<file path="src/rtl/bcd_ascii_converter.sv">
`default_nettype none
// +--------------------------------------------------------------------------+
// | bcd_ascii_converter: iterative double-dabble binary to ASCII decimal     |
// | with sign, leading-zero blanking and start/busy/done handshake.          |
// | Rev 1.0                                                                  |
// +--------------------------------------------------------------------------+
module bcd_ascii_converter #(
  parameter int         WIDTH      = 16,
  parameter int         DIGITS     = 5,
  parameter logic [7:0] BLANK_CHAR = 8'h20
) (
  input  logic                   clk,
  input  logic                   reset,
  input  logic                   start,
  input  logic [WIDTH-1:0]       data_bus,
  input  logic                   signed_mode,
  input  logic                   blank_zeros,
  output logic                   busy,
  output logic                   done,
  output logic [DIGITS-1:0][7:0] bcd_ascii_digits,
  output logic [7:0]             sign_ascii
);

  // ceil(WIDTH * log10(2)) in integer arithmetic
  localparam int c_MIN_DIGITS = (WIDTH * 30103 + 99999) / 100000;
  localparam int c_BCD_W      = 4 * DIGITS;
  localparam int c_CNT_W      = $clog2(WIDTH + 1);
  localparam logic [c_CNT_W-1:0] c_CNT_INIT = c_CNT_W'(WIDTH);
  localparam logic [c_CNT_W-1:0] c_CNT_ONE  = c_CNT_W'(1);

  generate
    if (WIDTH < 2) begin : g_width_check
      $error("bcd_ascii_converter: WIDTH must be >= 2");
    end
    if (DIGITS < c_MIN_DIGITS) begin : g_digits_check
      $error("bcd_ascii_converter: DIGITS too small for WIDTH");
    end
  endgenerate

  typedef enum logic [1:0] {
    ST_IDLE   = 2'd0,
    ST_SHIFT  = 2'd1,
    ST_FORMAT = 2'd2
  } state_t;

  state_t               r_state;
  logic [c_BCD_W-1:0]   r_bcd;
  logic [WIDTH-1:0]     r_mag;
  logic [c_CNT_W-1:0]   r_count;
  logic                 r_neg;
  logic                 r_blank;

  logic                   w_neg;
  logic [WIDTH-1:0]       w_mag;
  logic [c_BCD_W-1:0]     w_adj;
  logic [DIGITS-1:0][7:0] w_digits;
  logic                   w_lead;

  assign w_neg = signed_mode & data_bus[WIDTH-1];
  assign w_mag = w_neg ? (~data_bus + WIDTH'(1)) : data_bus;

  generate
    for (genvar i = 0; i < DIGITS; i++) begin : g_adj
      assign w_adj[4*i +: 4] = (r_bcd[4*i +: 4] >= 4'd5) ? (r_bcd[4*i +: 4] + 4'd3)
                                                          : r_bcd[4*i +: 4];
    end
  endgenerate

  // Blanking walks down from the top digit until the first nonzero one; digit 0 always shows.
  always_comb begin
    w_lead   = r_blank;
    w_digits = '0;
    for (int i = DIGITS - 1; i >= 1; i--) begin
      if (w_lead && (r_bcd[4*i +: 4] == 4'd0)) begin
        w_digits[i] = BLANK_CHAR;
      end else begin
        w_lead      = 1'b0;
        w_digits[i] = 8'h30 + {4'd0, r_bcd[4*i +: 4]};
      end
    end
    w_digits[0] = 8'h30 + {4'd0, r_bcd[3:0]};
  end

  always_ff @(posedge clk or negedge reset) begin
    if (!reset) begin
      r_state          <= ST_IDLE;
      r_bcd            <= '0;
      r_mag            <= '0;
      r_count          <= '0;
      r_neg            <= 1'b0;
      r_blank          <= 1'b0;
      busy             <= 1'b0;
      done             <= 1'b0;
      bcd_ascii_digits <= {DIGITS{8'h30}};
      sign_ascii       <= 8'h20;
    end else begin
      done <= 1'b0;
      case (r_state)
        ST_IDLE: begin
          if (start) begin
            r_neg   <= w_neg;
            r_blank <= blank_zeros;
            r_mag   <= w_mag;
            r_bcd   <= '0;
            r_count <= c_CNT_INIT;
            busy    <= 1'b1;
            r_state <= ST_SHIFT;
          end
        end
        ST_SHIFT: begin
          {r_bcd, r_mag} <= {w_adj, r_mag} << 1;
          r_count        <= r_count - c_CNT_ONE;
          if (r_count == c_CNT_ONE) begin
            r_state <= ST_FORMAT;
          end
        end
        ST_FORMAT: begin
          bcd_ascii_digits <= w_digits;
          sign_ascii       <= r_neg ? 8'h2D : 8'h20;
          done             <= 1'b1;
          busy             <= 1'b0;
          r_state          <= ST_IDLE;
        end
        default: begin
          r_state <= ST_IDLE;
        end
      endcase
    end
  end

endmodule
`default_nettype wire

</file>
<file path="config.mk">
export PLATFORM = sky130hd
export DESIGN_NAME = bcd_ascii_converter
export DESIGN_NICKNAME = d
export VERILOG_FILES = /design/src/rtl/bcd_ascii_converter.sv
export SDC_FILE = /design/constraint.sdc
export NUM_CORES = 1
export LEC_CHECK = 0
export CAP_MARGIN = 25
export CORE_ASPECT_RATIO = 1.5
export CORE_MARGIN = 5
export CORE_UTILIZATION = 52
export DETAILED_ROUTE_END_ITERATION = 7
export PLACE_DENSITY = 0.77
export SYNTH_ARGS = -nofsm -noshare
export SYNTH_HDL_FRONTEND = slang
export SYNTH_SLANG_ARGS = --single-unit
</file>
<file path="constraint.sdc">
create_clock -name clk -period 2.4 [get_ports clk]
set_input_delay 0.6 -clock clk [delete_from_list [all_inputs] [get_ports clk]]
set_output_delay 0.6 -clock clk [all_outputs]
set_load 0.1 [all_outputs]
</file>
---- After elaboration in Yosys (flattened, before gate mapping) ----
Index checks and enable logic that the tools add are counted.
operators by class
  add/sub/neg operators ................... 12
  magnitude comparators ................... 5
  eq/ne operators ......................... 5
  muxes and demuxes ....................... 26
  bitwise operators ....................... 2
  reductions and logical operators ........ 15
operators with widths
  cell                     count
  $pmux W20 S2             1
  $add A6 B4 Y7 const A    5
  $mux W16                 2
  $pmux W16 S2             1
  $mux W7                  4
  $ge A4 B3 Y1 const B     5
  $mux W20                 1
  $mux W4                  5
  $add A16 B1 Y16 const B  1
  $add A4 B2 Y4 const B    4
  $logic_not A4 Y1         4
  $not A16 Y16             1
  $pmux W5 S2              1
  $reduce_and A2 Y1        4
  $eq A5 B1 Y1 const B     1
  $mux W1                  5
  $mux W5                  1
  $sub A5 B1 Y5 const B    1
  $logic_and A1 B1 Y1      4
  $mux W2                  2
  $ne A2 B2 Y1 const B     2
  $pmux W2 S2              1
  $reduce_bool A2 Y1       2
  $add A3 B2 Y3 const B    1
  other kinds (6)          6
storage, ports and cells
  register bits after elaboration ......... 95
  input port bits ......................... 21
  output and inout bits ................... 50

---- Longest topological paths before layout ----
Gate-level depths: netlist of the first run.
  word-level depth ........................ 9
  gate-level depth with buffers ........... 7

---- Least setup slack after synthesis of the first run ----
No wires, ideal clock.
  path kind ............................... flip-flop to output port
  from .................................... register sign_ascii[2]
  to ...................................... output sign_ascii[2]
  arrival time ............................ 1.356 ns
  required time ........................... 1.800 ns
  slack ................................... 0.444 ns
  cell stages (with the launch flop) ...... 2
  buffers on the path ..................... 1
  cell sequence ........................... dfrtp_1 buf_4
RTL lines
  element                 line  RTL
  start, declared         21    output logic [7:0] sign_ascii
  start signal, assigned  119   sign_ascii <= r_neg ? 8'h2D : 8'h20;
No word-level cell between the ends.

---- Final worst setup path of the first run ----
  from .................................... register r_bcd[16]
  to ...................................... register bcd_ascii_digits[8] (netlist bit)
between the ends
  word-level cells in the longest chain between the ends .. 9
RTL lines
  element                  line  RTL
  start, declared          47    logic [c_BCD_W-1:0] r_bcd;
  start signal, assigned   111   {r_bcd, r_mag} <= {w_adj, r_mag} << 1;
  $logic_not A4 Y1 (*)     74    if (w_lead && (r_bcd[4*i +: 4] == 4'd0)) begin
  $logic_and A1 B1 Y1 (*)  74
  $mux W1 (*)              74
  $logic_and A1 B1 Y1      74
  $mux W1 (*)              74
  $logic_and A1 B1 Y1      74
  $mux W1 (*)              74
  $logic_and A1 B1 Y1 (*)  74
  $mux W7 (*)              74
  end signal, assigned     94    bcd_ascii_digits <= {DIGITS{8'h30}};
  end signal, assigned     118   bcd_ascii_digits <= w_digits;
  end, declared            20    output logic [DIGITS-1:0][7:0] bcd_ascii_digits,
Mark *: on every way between the ends. The rest lies on a longest branch, timed or not.
A chain may end at the register's enable or synchronous reset.

==> results of run 1 <==
==> cells by family after synthesis <==
kind of cell,after synthesis,share of synthesized area
AND/OR/NAND/NOR,126,0.162
AO/OA/AOI/OAI,102,0.173
flip-flops,72,0.477
buffers and inverters,55,0.0843
XOR/XNOR,20,0.0463
adder cells (fa/ha/maj),17,0.0562
other,2,0.00198
==> critical path: stages, from the launching register on <==
cell and delay, ns:
dfrtp_1 0.42, inv_1 0.13, ha_1 0.15, nand4bb_1 0.23
nor4b_2 0.37, nand3_1 0.16, nor4b_2 0.40, o31ai_1 0.11
==> synth_stat cells, drive strengths merged, types with 4 or more instances <==
cell	count	area share
ha	17	0.056
a22o	4	0.0093
o21ai	40	0.053
inv	16	0.016
a21oi	18	0.024
o31ai	13	0.029
buf	29	0.058
nand2	63	0.062
nand2b	6	0.0099
nor2	15	0.016
a22oi	12	0.024
xnor2	9	0.021
dfrtp	68	0.45
xor2	11	0.025
a32o	5	0.013
dfstp	4	0.028
nand3	21	0.028
clkbuf	10	0.0099
==> power by group through the flow <==
| stage | combinational, W | sequential, W | clock [W] |
|---|---|---|---|
| 2_1_floorplan | 0.00154 | 0.00303 | 0 |
| 3_3_place_gp | 0.00305 | 0.00209 | 0 |
| 3_5_place_dp | 0.00313 | 0.00211 | 0 |
| 4_1_cts | 0.00314 | 0.00209 | 0.000990 |
| 5_1_grt | 0.00340 | 0.00217 | 0.00104 |
| 6_report | 0.00311 | 0.00209 | 0.000960 |
==> sequential cells by signal (all words and copies together) (netlist names), 2 cells and up <==
signal,count
bcd_ascii_digits,24
r_mag,16
r_state,2
r_bcd,20
r_count,5
==> through the flow <==
step	TNS (ns)	total power, W	worst slack, ns	instance area, um2	hold WS (ns)
5_1_grt	0	0.00660	0.155	4470	0.174
4_1_cts	0	0.00622	0.271	4470	0.161
2_1_floorplan	0	0.00457	0.444	3860	0.304
3_3_place_gp	0	0.00514	0.00957	4270	0.448
6_report	0	0.00616	0.293	4470	0.162
3_5_place_dp	-0.0804	0.00524	-0.0579	4270	0.453
==> cell type report <==
cell class / count / area [um2] / share of cell area
flip-flops and latches: 72 / 1810 / 0.405
multi-input cells: 286 / 1730 / 0.388
repair buffers: 63 / 543 / 0.122
clock buffers: 13 / 159 / 0.0356
well taps: 100 / 125 / 0.0280
inverters: 16 / 60.1 / 0.0134
clock inverters: 3 / 40.0 / 0.00897
==> per-layer routing <==
metal,up-vias,track usage,share of wire
met5,-,0,0
li1,1428,-,-
met2,64,0.321,0.54
met4,0,0.0757,0.021
met3,11,0.0449,0.045
met1,1410,0.195,0.40
==> worst max-delay path by stage <==
| stage | startpoint | endpoint | slack [ns] | cells past startpoint |
|---|---|---|---|---|
| 5_1_grt | r_bcd[16]$_DFFE_PN0P_ | bcd_ascii_digits[8]$_DFFE_PN0P_ | 0.16 | 7 |
| 3_5_place_dp | data_bus[8] | r_mag[12]$_DFFE_PN0P_ | -0.06 | 6 |
| 2_1_floorplan | sign_ascii[2]$_DFFE_PN0P_ | sign_ascii[2] | 0.44 | 1 |
| 4_1_cts | r_bcd[16]$_DFFE_PN0P_ | bcd_ascii_digits[8]$_DFFE_PN0P_ | 0.27 | 7 |
| 3_3_place_gp | data_bus[8] | r_mag[12]$_DFFE_PN0P_ | 0.01 | 6 |
| 6_report | r_bcd[16]$_DFFE_PN0P_ | bcd_ascii_digits[8]$_DFFE_PN0P_ | 0.29 | 7 |
==> metrics, run 1 <==
Pleak=2.06 nW; routed length per instance=13.6 um; fillcell total=607; maximum clock frequency=0.475 GHz; clk buf depth=2; Final Slew Violations=0; IO Pins=71; share of cells above drive strength 1=0.152; gpl congestion=0.789; Die Y=115 um; Layout Nets=486; Pwr per Cell Area=1380 nW/um2; fin crit period=2.11 ns; reg2reg path depth=7; drt first pass iters=4; Initial DRC Count=176; Reg clk slew, reported paths=0.07 ns; DPL Wire Length=5.51 mm; Worst-Skew Late Latency=0.35 ns; # setup viols final=0; reg-to-reg endpoint=bcd_ascii_digits[8]$_DFFE_PN0P_; die extent in x=79.7 um; CTS tree=built; initial antenna violation count=0; post-synthesis cell type count=46; postcts setup bufs=0; Tcrit/Tclk final=0.878; max-cap viol count=0; Initial Utilization=0.527; Placed Instances=537; Clock power frac=0.156; Main synth FF type=dfrtp_1; Seq pwr share=0.340; CP required=2.63 ns; clock tree sinks=72; Post-CTS Resized=0; relative slew slack=0.636; most frequent cells in the layout=68 x dfrtp_1, 63 x nand2_1, 41 x buf_4, 27 x o21ai_0; total number of vias=2913; CTS Root Cell=clkbuf_8; crit path max fanout=4; CP startpoint kind=flop; die area=9120 um2; largest net degree at the start of global routing=58; PortBufs=49; Internal Power=0.00317 W; number of synthesized flops with an enable pin=0; commonest non-fill, non-tap cell in the layout=dfrtp_1; row cnt=38; Yosys warnings=0; Num CTS Buffers=9; Reg2Reg Setup Slack=0.29 ns; area growth from synthesis to layout=17.9%; vias in the first global route=2913; n_diodes=0; post-DR vias/cell=5.27; FF-to-FF Start=r_bcd[16]$_DFFE_PN0P_; Post-Syn Area=3790 um2; Util after Layout=0.622; number of synthesized register bits=72; Mapped Avg Cell Area=9.61 um2; GRT overflow=0; Max IR drop VDD=0.668 mV; Worst Setup Path Type=reg2reg; WL final=7.50 mm; Combinational Power Share=0.504; hold-fix buffers at CTS=0; DR DRC count=0; Crit path arrival time=2.33 ns; first-pass GRT wire length=12.8 mm; Fin. Hold Viols=0; Worst Skew=0.00514 ns; Core Footprint=7180 um2; overall global routing resource usage=0.178; H-tree Lvls=3; CP Capture Type=flop; sequential share of the synthesized area=0.477; RSZ-0062 raised after global routing=no; asr flop ratio synth=1.00; measured slew at the worst slew-check pin=0.545 ns; status=finished, final reports clean; Syn Inst Count=394; Detail Route Antenna Nets=0; Post-Layout Cell Count=553; HP Class=in2async; Sw Share=0.485; sw power=0.00299 W
Power figures use the tool's default switching activity.
==> run 2, diff against run 1 <==
- ABC_CLOCK_PERIOD_IN_PS: not set -> 2400
==> results of run 2 <==
Same layout as run 1: the final DEF is identical, and so are final timing and power.
==> run 3, diff against run 2 <==
- HOLD_SLACK_MARGIN: not set -> 0.12
- PLACE_DENSITY: 0.77 -> not set
- PLACE_DENSITY_LB_ADDON: not set -> 0.1
==> run 3 against run 2 <==
First-iteration DRC count is 13% higher; critical endpoint is now r_mag[12]$_DFFE_PN0P_; die area stayed put; final area is 1.2% lower; clock skew hardly changed; sequential power hardly changed; utilization is 0.73 points lower; worst hold slack better by 0.11 ns; sequential cell count stayed put; total power is 2.5% lower; register-to-register slack better by 0.09 ns; critical path depth is 1 lower.
==> metrics, run 3 (synthesized netlist as in run 1, its figures left out) <==
Pleak=2.03 nW; H-tree Lvls=3; Num CTS Buffers=9; max reg flops=24; Fin. Hold Viols=0; Internal Power=0.00305 W; Final Slew Violations=0; gpl congestion=0.756; Post-CTS Resized=0; DR DRC count=0; die extent in x=79.7 um; CP top delay family=simple AND/OR/NAND/NOR gates; relative slew slack=0.595; PortBufs=49; vias in the first global route=2847; hold-fix buffers at CTS=0; hold_ws=0.274 ns; Overall Power=0.00600 W; status=finished, final reports clean; # setup viols final=0; slowest cell delay on critical path=0.45 ns; Worst Setup Path Type=in2reg; GRT overflow=0; Clock power frac=0.139; Initial Utilization=0.527; Core Footprint=7180 um2; commonest non-fill, non-tap cell in the layout=dfrtp_1; most frequent cells in the layout=68 x dfrtp_1, 63 x nand2_1, 41 x buf_4, 27 x o21ai_0; measured slew at the worst slew-check pin=0.606 ns; max-cap viol count=0; Crit path arrival time=2.28 ns; Combinational Power Share=0.513; Reg clk slew, reported paths=0.07 ns; total number of vias=2834; postcts setup bufs=0; area growth from synthesis to layout=16.6%; critical path's slowest cell=or4_4; Pwr per Cell Area=1360 nW/um2; Initial DRC Count=199; Tcrit/Tclk final=0.856; routed length per instance=13.6 um; largest net degree at the start of global routing=73; CP required=2.62 ns; Seq pwr share=0.348; DPL Wire Length=5.47 mm; maximum clock frequency=0.487 GHz; IO Pins=71; fin crit period=2.05 ns; CP startpoint kind=input pin; WL final=7.49 mm; crit path max fanout=4; Worst Path Buf+Inv=1; HP Class=in2async; drt first pass iters=4; Worst Skew=0.00528 ns; biggest regs=bcd_ascii_digits: 24 flops, r_bcd: 20 flops, r_mag: 16 flops; Layout Nets=485; sw power=0.00295 W; Worst-Skew Late Latency=0.34 ns; largest register by flop count=bcd_ascii_digits; Max IR drop VDD=0.702 mV; clock tree sinks=72; initial antenna violation count=0; CP Capture Type=flop; row cnt=38; Detail Route Antenna Nets=0; n_diodes=0; overall global routing resource usage=0.181; RSZ-0062 raised after global routing=no; clk buf depth=2; CTS Root Cell=clkbuf_8; Reg2Reg Setup Slack=0.38 ns; CTS tree=built; Sw Share=0.492; die area=9120 um2; first-pass GRT wire length=12.8 mm; Die Y=115 um; post-DR vias/cell=5.14; crit-path cells=clkdlybuf4s50_1, or3_4, or4_4, o31ai_4, xor2_1, o21ai_1; share of cells above drive strength 1=0.144
==> run 3: per-stage QoR <==
step	instance area [um2]	cells	setup TNS [ns]	util	setup slack, ns
3_3_place_gp	4250	536	0	0.591	0.00235
2_1_floorplan	3860	413	0	-	0.444
5_1_grt	4410	551	0	0.615	0.216
6_report	4410	551	0	0.615	0.345
3_5_place_dp	4250	536	-0.0215	0.591	-0.0130
4_1_cts	4410	551	0	0.615	0.340
==> run 3: power by group through the flow <==
stage	clock network, W	logic [W]	registers (W)
global route	0.000924	0.00338	0.00217
finish	0.000832	0.00308	0.00209
detailed placement	0	0.00312	0.00211
global placement	0	0.00305	0.00209
CTS	0.000865	0.00312	0.00209
floorplan	0	0.00154	0.00303
==> run 3: layout make-up <==
type	instances	area, um2
clock buffers	15	166
flip-flops and latches	72	1810
inverters	16	60.1
well taps	100	125
multi-input cells	286	1730
repair buffers	62	523
fillers	645	2770
==> run 3: path summary, 6_finish.rpt <==
check                                                   end  cells after the start                             start
max                                   r_mag[12]$_DFFE_PN0P_                      6                       data_bus[8]
min                                    r_bcd[7]$_DFFE_PN0P_                      2                             reset
max reg2reg                 bcd_ascii_digits[9]$_DFFE_PN0P_                      7             r_bcd[16]$_DFFE_PN0P_
min reg2reg                bcd_ascii_digits[36]$_DFFE_PN1P_                      2  bcd_ascii_digits[36]$_DFFE_PN1P_
max in group asynchronous  bcd_ascii_digits[36]$_DFFE_PN1P_                      2                             reset
min in group clk           bcd_ascii_digits[36]$_DFFE_PN1P_                      2  bcd_ascii_digits[36]$_DFFE_PN1P_
==> run 3: metal layers <==
metal,vias to the layer above,GRT usage,wire (um)
met3,17,0.0378,356
li1,1431,-,-
met2,59,0.332,4030
met4,0,0.0963,220
met5,-,0,0
met1,1327,0.189,2880
